**src/rtl/dvs_ravens_pkg.sv**
```systemverilog
// Shared DVS/RAVENS definitions: clock period, AER bus width and transmitter state encoding.
package dvs_ravens_pkg;

  localparam int unsigned CLK_PERIOD   = 10;
  localparam int unsigned AER_SETUP_NS = 50;
  localparam int unsigned AER_WIDTH    = 10;

  typedef enum logic [1:0] {
    IDLE,
    SETUP,
    WAIT_ACK_HI,
    WAIT_ACK_LO
  } aer_tx_state_t;

  // Setup time in cycles, rounded up and never below one.
  function automatic int unsigned setup_cycles(input int unsigned setup_ns,
                                               input int unsigned clk_period);
    int unsigned c;
    c = (setup_ns + clk_period - 1) / clk_period;
    return (c < 1) ? 1 : c;
  endfunction

endpackage

```
**src/rtl/sync_2ff.sv**
```systemverilog
// Double-flop synchroniser for asynchronous level inputs, synchronous active-high reset.
module sync_2ff #(
  parameter int unsigned WIDTH = 1
) (
  input  logic             clk,
  input  logic             rst,
  input  logic [WIDTH-1:0] d_i,
  output logic [WIDTH-1:0] q_o
);

  logic [WIDTH-1:0] meta_q;
  logic [WIDTH-1:0] sync_q;

  always_ff @(posedge clk) begin
    if (rst) begin
      meta_q <= '0;
      sync_q <= '0;
    end else begin
      meta_q <= d_i;
      sync_q <= meta_q;
    end
  end

  assign q_o = sync_q;

endmodule

```
**src/rtl/aer_transmitter.sv**
```systemverilog
// Four-phase AER sender: one pixel event becomes a Y word then an X word, each with REQ/ACK.
// Optional ACK watchdog enabled by defining AER_TX_ACK_TIMEOUT_EN.
module aer_transmitter
  import dvs_ravens_pkg::*;
#(
  parameter int unsigned SETUP_NS           = AER_SETUP_NS,
  parameter int unsigned SETUP_CYCLES       = setup_cycles(SETUP_NS, CLK_PERIOD),
  parameter int unsigned ACK_TIMEOUT_CYCLES = 1024
) (
  input  logic                 clk,
  input  logic                 rst,
  input  logic                 ev_valid,
  output logic                 ev_ready,
  input  logic [9:0]           ev_y,
  input  logic [8:0]           ev_x,
  input  logic                 ev_pol,
  output logic [AER_WIDTH-1:0] aer,
  output logic                 xsel,
  output logic                 req,
  input  logic                 ack,
  output logic                 tx_done,
  output logic                 tx_err
);

  localparam int unsigned CntW = $clog2(SETUP_CYCLES + 1);
  localparam logic [CntW-1:0] CntLoad = CntW'(SETUP_CYCLES);

  aer_tx_state_t        state_q, state_d;
  logic [CntW-1:0]      cnt_q, cnt_d;
  logic [AER_WIDTH-1:0] aer_q, aer_d;
  logic                 xsel_q, xsel_d;
  logic                 req_q, req_d;
  logic [8:0]           x_q, x_d;
  logic                 pol_q, pol_d;
  logic                 tx_done_q, tx_done_d;
  logic                 ack_s;

  sync_2ff #(
    .WIDTH(1)
  ) u_ack_sync (
    .clk (clk),
    .rst (rst),
    .d_i (ack),
    .q_o (ack_s)
  );

`ifdef AER_TX_ACK_TIMEOUT_EN
  localparam int unsigned WdW = (ACK_TIMEOUT_CYCLES < 2) ? 1 : $clog2(ACK_TIMEOUT_CYCLES);
  localparam logic [WdW-1:0] WdLast = WdW'(ACK_TIMEOUT_CYCLES - 1);

  logic [WdW-1:0] wd_q, wd_d;
  logic           tx_err_q, tx_err_d;

  // Hold off new events during the pulse cycle so a new accept never overlaps a report.
  assign ev_ready = (state_q == IDLE) && !tx_done_q && !tx_err_q;
  assign tx_err   = tx_err_q;
`else
  assign ev_ready = (state_q == IDLE) && !tx_done_q;
  assign tx_err   = 1'b0;
`endif

  always_comb begin
    state_d   = state_q;
    cnt_d     = cnt_q;
    aer_d     = aer_q;
    xsel_d    = xsel_q;
    req_d     = req_q;
    x_d       = x_q;
    pol_d     = pol_q;
    tx_done_d = 1'b0;

    case (state_q)
      IDLE: begin
        req_d = 1'b0;
        if (ev_valid && ev_ready) begin
          x_d     = ev_x;
          pol_d   = ev_pol;
          aer_d   = ev_y;
          xsel_d  = 1'b0;
          cnt_d   = CntLoad;
          state_d = SETUP;
        end
      end
      SETUP: begin
        req_d = 1'b0;
        if (cnt_q != '0) begin
          cnt_d = cnt_q - 1'b1;
        end else if (!ack_s) begin
          req_d   = 1'b1;
          state_d = WAIT_ACK_HI;
        end
      end
      WAIT_ACK_HI: begin
        if (ack_s) begin
          req_d   = 1'b0;
          state_d = WAIT_ACK_LO;
        end
      end
      WAIT_ACK_LO: begin
        if (!ack_s) begin
          if (!xsel_q) begin
            aer_d   = {x_q, pol_q};
            xsel_d  = 1'b1;
            cnt_d   = CntLoad;
            state_d = SETUP;
          end else begin
            tx_done_d = 1'b1;
            state_d   = IDLE;
          end
        end
      end
      default: begin
        req_d   = 1'b0;
        state_d = IDLE;
      end
    endcase

`ifdef AER_TX_ACK_TIMEOUT_EN
    tx_err_d = 1'b0;
    wd_d     = '0;
    if ((state_q == WAIT_ACK_HI) || (state_q == WAIT_ACK_LO)) begin
      if (wd_q == WdLast) begin
        req_d     = 1'b0;
        tx_err_d  = 1'b1;
        tx_done_d = 1'b0;
        state_d   = IDLE;
      end else if (state_d == state_q) begin
        wd_d = wd_q + 1'b1;
      end
    end
`endif
  end

  always_ff @(posedge clk) begin
    if (rst) begin
      state_q   <= IDLE;
      cnt_q     <= '0;
      aer_q     <= '0;
      xsel_q    <= 1'b0;
      req_q     <= 1'b0;
      x_q       <= '0;
      pol_q     <= 1'b0;
      tx_done_q <= 1'b0;
    end else begin
      state_q   <= state_d;
      cnt_q     <= cnt_d;
      aer_q     <= aer_d;
      xsel_q    <= xsel_d;
      req_q     <= req_d;
      x_q       <= x_d;
      pol_q     <= pol_d;
      tx_done_q <= tx_done_d;
    end
  end

`ifdef AER_TX_ACK_TIMEOUT_EN
  always_ff @(posedge clk) begin
    if (rst) begin
      wd_q     <= '0;
      tx_err_q <= 1'b0;
    end else begin
      wd_q     <= wd_d;
      tx_err_q <= tx_err_d;
    end
  end
`endif

  assign aer     = aer_q;
  assign xsel    = xsel_q;
  assign req     = req_q;
  assign tx_done = tx_done_q;

endmodule

```
**config.mk**
```make
export PLATFORM = sky130hd
export DESIGN_NAME = aer_transmitter
export DESIGN_NICKNAME = d
export VERILOG_FILES = /design/src/rtl/dvs_ravens_pkg.sv /design/src/rtl/sync_2ff.sv /design/src/rtl/aer_transmitter.sv
export SDC_FILE = /design/constraint.sdc
export NUM_CORES = 1
export LEC_CHECK = 0
export ABC_AREA = 1
export CAP_MARGIN = 20
export CORE_MARGIN = 8
export CORE_UTILIZATION = 43
export CTS_CLUSTER_SIZE = 16
export DETAILED_ROUTE_END_ITERATION = 6
export GPL_TIMING_DRIVEN = 1
export PLACE_DENSITY_LB_ADDON = 0.3
export SLEW_MARGIN = 20
export SYNTH_ARGS = -nofsm -noshare
export SYNTH_HDL_FRONTEND = slang
export SYNTH_HIERARCHICAL = 1
export SYNTH_SLANG_ARGS = --single-unit
```
**constraint.sdc**
```tcl
create_clock -name clk -period 1.3 [get_ports clk]
set_input_delay 0.13 -clock clk [delete_from_list [all_inputs] [get_ports clk]]
set_output_delay 0.13 -clock clk [all_outputs]
set_load 0.005 [all_outputs]
```
==> qor.yml, run 1 <==
worst_setup_path_end_kind: "register"
power_frac_seq: 0.247
synth_cells: 208
power_switching_uw: 2160
start_util: 0.449
synth.cell_area_mm2: 0.00151
post_dp_cell_area_mm2: 0.00202
timing.final.crit_period_ns: 1.43
synth_warnings: 6
design.core.area_mm2: 0.00336
post_route_clock_period_utilization: 1.10
type_of_origin_of_the_critical_path: "register"
fp-row-count: 21
grt_max_degree: 21
diodes_inserted: 0
critical_path.max_fanout: 5
max_frequency_ghz: 0.699
r2r_cells: 9
gpl.final_weighted_congestion: 0.811
hold_class: "in2reg"
power.switching_fraction: 0.385
final.hold.worst_slack_ns: 0.302
clk-insertion-delay-late_ns: 0.33
p_int_uw: 3460
tritoncts_num_sinks: 30
htree_num_levels: 2
number_of_drc_violations_after_detailed_routing: 0
max-clock-path-buffers: 2
timing.max_cap.violations: 0
post_synth_main_area_contributors: "dfxtp_1, nand2_1, nor2_1"
final-instance-count-excl-fill: 311
first_pass_grt_wire_length_um: 5840
cp.arrival_ns: 1.67
io_buffer_count: 37
comb_power_share: 0.616
max_slew_margin: 0.633
avgSynthCellArea_um2: 7.26
violations: "setup timing"
layout_setup_ws_ns: -0.131
seq_area_frac_synth: 0.398
die_area_mm2: 0.00566
drt-initial-drc-count: 109
numCtsBuffers: 5
final_antenna_net_count: 0
detailed_place_hpwl_um: 2590
yosys_register_bits: 30
first_global_vias: 1315
outcome: "finished with violations"
drive_above_1_share: 0.332
viasPerCell: 4.58
routed_wirelength_um: 3790
timing_worst_slew_pin_value_ns: 0.550
synth_area_leader_cell: "dfxtp_1"
wire_per_inst_um: 12.2
syn_nets: 239
vdd_drop_max_uv: 1310
nets: 296
syn2layout_area_growth_pct: 57.0
layout.cells.most_common: "nand2_1"
clockRootBuffer: "clkbuf_4"
cts_tree: "yes"
hold_path_depth: 3
drtPass1Iterations: 4
most-common-layout-cells: "nand2_1, nor2_1, clkdlybuf4s50_1"
setup_repair_after_global_routing_missed_its_margin: "true"
post-route-cell-area_mm2: 0.00237
track_usage: 0.138
grt_antenna_before_repair: 0
p_leak_uw: 0.00110
synthDominantCellAreaShare: 0.398
p_clk_frac: 0.137
die_height_um: 75.3
gr-total-overflow: 0
finalClockSkew_ns: 0.00834
finalHoldViolations: 0
boundaryPins: 39
die_width_um: 75.3
cts.reportedPaths.clkPinSlew_ns: 0.10
dpl.cell_count: 294
finalMaxSlewViolations: 0
synth.lib_cells_used.distinct: 22
number_of_vias_after_detailed_routing: 1424
power_per_cell_area_mw_per_mm2: 2370
critical_path_class: "reg2reg"
required_ns: 1.54
report.final.setup_viol: 15
==> power by group through the flow <==
stage | Sequential (uW) | Combinational [uW] | Clock [uW]
2_1_floorplan | 1410 | 1590 | 0
3_3_place_gp | 1400 | 2470 | 0
3_5_place_dp | 1410 | 2500 | 0
4_1_cts | 1380 | 2730 | 783
5_1_grt | 1430 | 3790 | 819
6_report | 1390 | 3460 | 769
==> worst max-delay path: stages (launching register included) <==
cell and delay, ns:
dfxtp_2 0.35, buf_6 0.12, ha_4 0.18, nand2_4 0.07
inv_4 0.04, nor2_4 0.11, nand3_4 0.12, buf_12 0.16
nor2_1 0.12, nor2_1 0.06
==> per-stage QoR <==
stage	setup WS [ns]	power, uW	utilization	TNS (ns)
floorplan	0.00690	3000	-	0
global placement	-0.131	3870	0.600	-1.40
CTS	-0.0888	4890	0.657	-0.986
finish	-0.131	5610	0.705	-1.39
detailed placement	-0.138	3910	0.600	-1.67
global route	-0.207	6040	0.705	-2.50
==> final timing paths <==
check	slack [ns]	end	startpoint
max	-0.13	aer[0]	state_q[0]
min	0.30	u_ack_sync/meta_q	ack
max reg2reg	-0.13	aer[0]	state_q[0]
min reg2reg	0.42	u_ack_sync/q_o	u_ack_sync/meta_q
==> synthesized netlist by cell type <==
master,count
a21oi_1,16
buf_2,4
buf_4,1
buf_6,3
clkbuf_1,2
conb_1,1
dfxtp_1,30
ha_1,7
inv_1,21
inv_2,2
mux2_2,10
nand2_1,51
nand2_2,1
nand2_4,1
nand3_1,13
nand3_2,1
nand3b_1,3
nor2_1,35
nor2_2,1
nor3_1,1
o21ai_0,3
or2_2,1
==> layout make-up <==
class	instances	area, um2
clock buffer	6	51.3
clock inverter	1	30.0
fill	279	992
inverter	23	93.8
multi-input combinational	145	917
sequential	30	613
tap	46	57.6
timing repair buffer	60	608
==> cell families (layout without fill, tap and decap cells) <==
group	count (synthesis)	in the layout	share of synthesized area
other	1	1	0.00248
AOI/OAI and AO/OA	19	19	0.0630
DFF	30	30	0.398
adders and majority gates	7	7	0.0580
buffers and inverters	33	90	0.103
and+or+nand+nor	108	108	0.302
muxes	10	10	0.0746
==> metal layers <==
layer  track usage  share of wire
met5             0              0
met4        0.0597          0.019
met3        0.0426          0.052
met2         0.203           0.47
met1         0.180           0.46
==> flip-flops by register name (all words and copies together) (netlist names) <==
register	count
aer	10
x_q	9
cnt_q	3
state_q	2
pol_q	1
req	1
tx_done	1
u_ack_sync/meta_q	1
u_ack_sync/q_o	1
xsel	1
==> what timing repair did <==
| item | in CTS | in global routing |
|---|---|---|
| setup buffers | 6 | 2 |
| hold buffers | 0 | 0 |
| resized for setup | 43 | 31 |
| gates cloned | 0 | 2 |
| pin swaps | 8 | 17 |
| setup endpoints to repair | 28 | 19 |
Note: power is estimated with default switching activity, not from simulation.
==> run 2, diff against run 1 <==
--- a/config.mk
+++ b/config.mk
@@ -18,3 +18,4 @@
 export SYNTH_HDL_FRONTEND = slang
 export SYNTH_HIERARCHICAL = 1
 export SYNTH_SLANG_ARGS = --single-unit
+export TNS_END_PERCENT = 30
==> run 2 against run 1 <==
Effect of this change: the run still ends with setup timing left; clock skew is 0.0046 ns higher; non-clock buffer count is 1 higher; power is 1.3% lower; combinational power is 5% higher; setup slack worse by 0.044 ns; die area stayed put; via count is 5.9% higher; clock-buffer cell count is 1 lower.
==> qor.yml, run 2 (same netlist as run 1, synthesis figures left out) <==
power_frac_seq: 0.250  # +0.003
max_slew_margin: 0.590  # -0.0428
detailed_place_hpwl_um: 2680  # +3.7%
most-common-layout-cells: "nand2_1, clkdlybuf4s50_1, dfxtp_1"
max-clock-path-buffers: 2  # unchanged
first_pass_grt_wire_length_um: 5780  # -0.94%
grt_max_degree: 21  # unchanged
vdd_drop_max_uv: 1530  # +17%
nets: 297  # +0.34%
totalPowerFinal_uw: 5540  # -1.3%
critical_path_class: "reg2reg"
htree_num_levels: 2  # unchanged
numCtsBuffers: 5  # unchanged
post_dp_cell_area_mm2: 0.00204  # +1.1%
die_width_um: 75.3  # unchanged
power.switching_fraction: 0.410  # +0.0254
layout.cells.most_common: "nand2_1"
drive_above_1_share: 0.350  # +0.0175
path_buf_inv: 3  # unchanged
number_of_vias_after_detailed_routing: 1508  # +5.9%
power_switching_uw: 2270  # +5.3%
largest_reg_flops: 10  # unchanged
finalHoldViolations: 0  # unchanged
boundaryPins: 39  # unchanged
die_area_mm2: 0.00566  # unchanged
post-route-cell-area_mm2: 0.00237  # about the same
setup_repair_after_global_routing_missed_its_margin: "true"
die_height_um: 75.3  # unchanged
gpl.final_weighted_congestion: 0.814  # +0.28%
critical_path.max_fanout: 9  # +4
clk-insertion-delay-late_ns: 0.33  # about the same
viasPerCell: 4.83  # +5.6%
cp.arrival_ns: 1.71  # +0.04 ns
fillers: 298  # +6.8%
final_util: 0.705  # about the same
timing.final.crit_period_ns: 1.47  # +0.0442 ns
track_usage: 0.134  # -0.00394
hold_class: "in2reg"
max_frequency_ghz: 0.678  # -3.0%
cts_tree: "yes"
violations: "setup timing"
design.core.area_mm2: 0.00336  # unchanged
post_route_clock_period_utilization: 1.13  # +0.0340
p_int_uw: 3270  # -5.3%
type_of_origin_of_the_critical_path: "register"
power_per_cell_area_mw_per_mm2: 2340  # -1.3%
grt_antenna_before_repair: 0  # unchanged
required_ns: 1.54  # about the same
fp-row-count: 21  # unchanged
timing.max_cap.violations: 0  # unchanged
number_of_drc_violations_after_detailed_routing: 0  # unchanged
finalClockSkew_ns: 0.0129  # +0.00457 ns
timing_worst_slew_pin_value_ns: 0.615  # +0.0642 ns
report.final.setup_viol: 15  # unchanged
worstPathCellList: "buf_6, ha_4, buf_12, buf_12, mux2_2, nor2_1, nor2_1"
syn2layout_area_growth_pct: 57.1  # about the same
routed_wirelength_um: 4100  # +8.4%
first_global_vias: 1344  # +2.2%
diodes_inserted: 0  # unchanged
wire_per_inst_um: 13.2  # +8.1%
gr-total-overflow: 0  # unchanged
tritoncts_num_sinks: 30  # unchanged
io_buffer_count: 37  # unchanged
p_clk_frac: 0.093  # -0.044
crit_path_max_incr_delay_ns: 0.37  # +0.02 ns
finalMaxSlewViolations: 0  # unchanged
final.hold.worst_slack_ns: 0.318  # +0.0159 ns
drt-initial-drc-count: 96  # -12%
start_util: 0.449  # unchanged
layout_setup_ws_ns: -0.175  # -0.0442 ns
comb_power_share: 0.657  # +0.041
worst_setup_path_end_kind: "register"
outcome: "finished with violations"
final_antenna_net_count: 0  # unchanged
clockRootBuffer: "clkbuf_4"
slowest_stage_cell_on_the_critical_path: "dfxtp_2"
p_leak_uw: 0.00112  # +2.5%
drtPass1Iterations: 4  # unchanged
cts.reportedPaths.clkPinSlew_ns: 0.10  # about the same
cp_top_family: "flip-flops"
timing.reg2reg.setup_slack_ns: -0.17  # -0.04 ns
==> run 2: metrics by stage <==
step	instances	TNS, ns	setup WS (ns)
finish	312	-1.92	-0.175
global route	312	-3.20	-0.241
CTS	306	-0.988	-0.0899
detailed placement	297	-1.63	-0.147
global placement	297	-1.11	-0.122
floorplan	208	-0.0199	-0.00995
==> run 2: worst min-delay path, cell delays in order <==
cell	delay (ns)
clkdlybuf4s50_1	0.39
inv_1	0.05
nor2_1	0.03
==> run 2: cell type report <==
cell class,instances,area [um2],share of cell area
Multi-Input combinational cell,145,927,0.391
Timing Repair Buffer,61,636,0.268
Sequential cell,30,613,0.258
Inverter,23,91.3,0.0385
Tap cell,46,57.6,0.0243
Clock buffer,5,37.5,0.0158
Clock inverter,2,10.0,0.00422
==> run 2: final timing paths <==
kind | to | depth (start not counted) | startpoint
min reg2reg | u_ack_sync/q_o | 2 | u_ack_sync/meta_q
min | u_ack_sync/meta_q | 3 | ack
max reg2reg | aer[2] | 7 | state_q[0]
max | aer[2] | 7 | state_q[0]
==> run 2: repair_timing <==
item,CTS,global route
endpoints found under the setup margin,28,21
gates cloned,0,3
resized for setup,34,41
hold buffers,0,0
buffers inserted,2,3
pin swaps,3,11
==> run 2: layer usage <==
metal | wire length, um | global-route usage | share of wire | vias up
met5 | 0 | 0 | 0 | -
met4 | 63 | 0.0640 | 0.015 | 0
met3 | 191 | 0.0253 | 0.047 | 7
met2 | 2030 | 0.205 | 0.49 | 41
met1 | 1820 | 0.176 | 0.44 | 695
li1 | - | - | - | 765
==> run 2: power groups by stage <==
stage / sequential (uW) / clock, uW / combinational (uW)
after global routing: 1420 / 559 / 3940
after detailed placement: 1390 / 0 / 2560
after floorplan: 1410 / 0 / 1590
after CTS: 1370 / 527 / 2690
final: 1390 / 515 / 3640
after global placement: 1390 / 0 / 2500
==> run 3, diff against run 2 <==
--- a/config.mk
+++ b/config.mk
@@ -12,7 +12,9 @@
 export CTS_CLUSTER_SIZE = 16
 export DETAILED_ROUTE_END_ITERATION = 6
 export GPL_TIMING_DRIVEN = 1
+export MAX_ROUTING_LAYER = met4
 export PLACE_DENSITY_LB_ADDON = 0.3
+export SKIP_LAST_GASP = 1
 export SLEW_MARGIN = 20
 export SYNTH_ARGS = -nofsm -noshare
 export SYNTH_HDL_FRONTEND = slang
==> run 3 against run 2 <==
Effect of this change: the run still ends with setup timing left; clock-buffer cell count unchanged; worst hold slack got worse by 0.0072 ns; via count decreased by 2.5%; power decreased by 1.9%; non-clock buffer count unchanged; critical path type unchanged; highest routed layer unchanged.
==> qor.yml, run 3 (same netlist as run 1, synthesis figures left out) <==
outcome: "finished with violations"
violations: "setup timing"
htree_num_levels: 2  # unchanged
grt_antenna_before_repair: 0  # unchanged
start_util: 0.449  # unchanged
wire_per_inst_um: 12.5  # -4.9%
cts.reportedPaths.clkPinSlew_ns: 0.09  # about the same
power_frac_seq: 0.253  # +0.003
layout_setup_ws_ns: -0.178  # -0.00264 ns
clk-insertion-delay-late_ns: 0.33  # about the same
type_of_origin_of_the_critical_path: "register"
max_frequency_ghz: 0.677  # -0.18%
gr-total-overflow: 0  # unchanged
numCtsBuffers: 5  # unchanged
track_usage: 0.136  # +0.00205
timing_worst_slew_pin_value_ns: 0.588  # -0.0263 ns
hold_path_depth: 3  # unchanged
timing.reg2reg.setup_slack_ns: -0.18  # about the same
syn2layout_area_growth_pct: 53.5
p_leak_uw: 0.00101  # -9.9%
timing.final.crit_period_ns: 1.48  # +0.00264 ns
die_height_um: 75.3  # unchanged
min-delay-start: "ack"
p_int_uw: 3280  # +0.23%
nets: 297  # unchanged
viasPerCell: 4.71  # -2.5%
power_per_cell_area_mw_per_mm2: 2350  # +0.42%
tritoncts_num_sinks: 30  # unchanged
r2r_cells: 7  # unchanged
pre_cts_slack_ns: -0.147  # unchanged
critical_path_class: "reg2reg"
post-route-cell-area_mm2: 0.00232  # -2.3%
most-common-layout-cells: "nand2_1, clkdlybuf4s50_1, dfxtp_1"
die_width_um: 75.3  # unchanged
drt-initial-drc-count: 96  # unchanged
r2r_start: "state_q[0]"
timing.max_cap.violations: 0  # unchanged
final_util: 0.689  # -0.0160
cts-hold-fix-buffers: 0  # unchanged
gpl.final_weighted_congestion: 0.825  # +1.5%
cp.arrival_ns: 1.71  # about the same
routed_wirelength_um: 3900  # -4.9%
comb_power_share: 0.652  # -0.005
largest_reg_flops: 10  # unchanged
first_pass_grt_wire_length_um: 5740  # -0.73%
drive_above_1_share: 0.312  # -0.0376
min_delay_worst_endpoint: "u_ack_sync/meta_q"
vdd_drop_max_uv: 1400  # -8.6%
power_switching_uw: 2160  # -4.9%
power.switching_fraction: 0.397  # -0.0125
final.hold.worst_slack_ns: 0.311  # -0.00720 ns
finalMaxSlewViolations: 0  # unchanged
io_buffer_count: 37  # unchanged
diodes_inserted: 0  # unchanged
number_of_drc_violations_after_detailed_routing: 0  # unchanged
layout.cells.most_common: "nand2_1"
post_route_clock_period_utilization: 1.14  # +0.00203
clockRootBuffer: "clkbuf_4"
p_clk_frac: 0.096  # +0.003
critical_path.max_fanout: 9  # unchanged
worst_setup_path_end_kind: "register"
boundaryPins: 39  # unchanged
max-clock-path-buffers: 2  # unchanged
post_dp_cell_area_mm2: 0.00204  # unchanged
first_global_vias: 1323  # -1.6%
hold_class: "in2reg"
cts_tree: "yes"
max_slew_margin: 0.607  # +0.0175
number_of_vias_after_detailed_routing: 1471  # -2.5%
drtPass1Iterations: 4  # unchanged
critical_r2r_capture: "aer[2]"
grt_max_degree: 21  # unchanged
critPathLaunch: "state_q[0]"
report.final.setup_viol: 24  # +9
fp-row-count: 21  # unchanged
final_antenna_net_count: 0  # unchanged
design.core.area_mm2: 0.00336  # unchanged
setup_repair_after_global_routing_missed_its_margin: "true"
finalHoldViolations: 0  # unchanged
die_area_mm2: 0.00566  # unchanged
fillers: 315  # +5.7%
finalClockSkew_ns: 0.00891  # -0.00400 ns
detailed_place_hpwl_um: 2680  # unchanged
required_ns: 1.53  # about the same
-- run 3: layout make-up --
cell class | count | area (um2) | area share
clock inverters | 2 | 10.0 | 0.00432
inverters | 23 | 88.8 | 0.0383
well taps | 46 | 57.6 | 0.0248
clock buffers | 5 | 37.5 | 0.0162
repair buffers | 61 | 637 | 0.275
multi-input cells | 145 | 881 | 0.380
flip-flops and latches | 30 | 607 | 0.262
-- run 3: timing repair --
action,in CTS,in global routing
buffers inserted,2,3
gates resized for setup,9,36
pin swaps,2,15
cloned,0,3
setup endpoints to repair,28,31
-- run 3: worst max path at each step --
stage | end | slack, ns | cells after the start
after CTS | cnt_q[0] | -0.1 | 9
after floorplan | cnt_q[0] | -0.01 | 9
final | aer[2] | -0.18 | 7
after global placement | cnt_q[0] | -0.12 | 10
after global routing | aer[2] | -0.29 | 7
after detailed placement | cnt_q[0] | -0.15 | 10
-- run 3: metal layers --
metal	part of all wire	GRT usage	routed length [um]
met5	0	-	0
met4	0.018	0.0640	70
met3	0.034	0.0226	133
met2	0.47	0.200	1830
met1	0.48	0.177	1870
-- run 3: power by group through the flow --
stage / combinational [uW] / clock, uW / sequential [uW]
global route: 3860 / 570 / 1410
finish: 3550 / 520 / 1370
CTS: 2640 / 527 / 1370
detailed placement: 2560 / 0 / 1390
floorplan: 1590 / 0 / 1410
global placement: 2500 / 0 / 1390
-- run 3: per-stage QoR --
| stage | power (uW) | instances | setup TNS, ns |
|---|---|---|---|
| finish | 5440 | 312 | -2.09 |
| floorplan | 3000 | 208 | -0.0199 |
| detailed placement | 3960 | 297 | -1.63 |
| global route | 5850 | 312 | -4.30 |
| CTS | 4530 | 306 | -1.56 |
| global placement | 3890 | 297 | -1.11 |
-- run 3: critical path, cell delays in order (launching register included) --
cell and delay, ns:
dfxtp_2 0.36, buf_6 0.10, ha_4 0.18, buf_12 0.11
buf_12 0.11, mux2_2 0.34, nor2_1 0.12, nor2_1 0.05
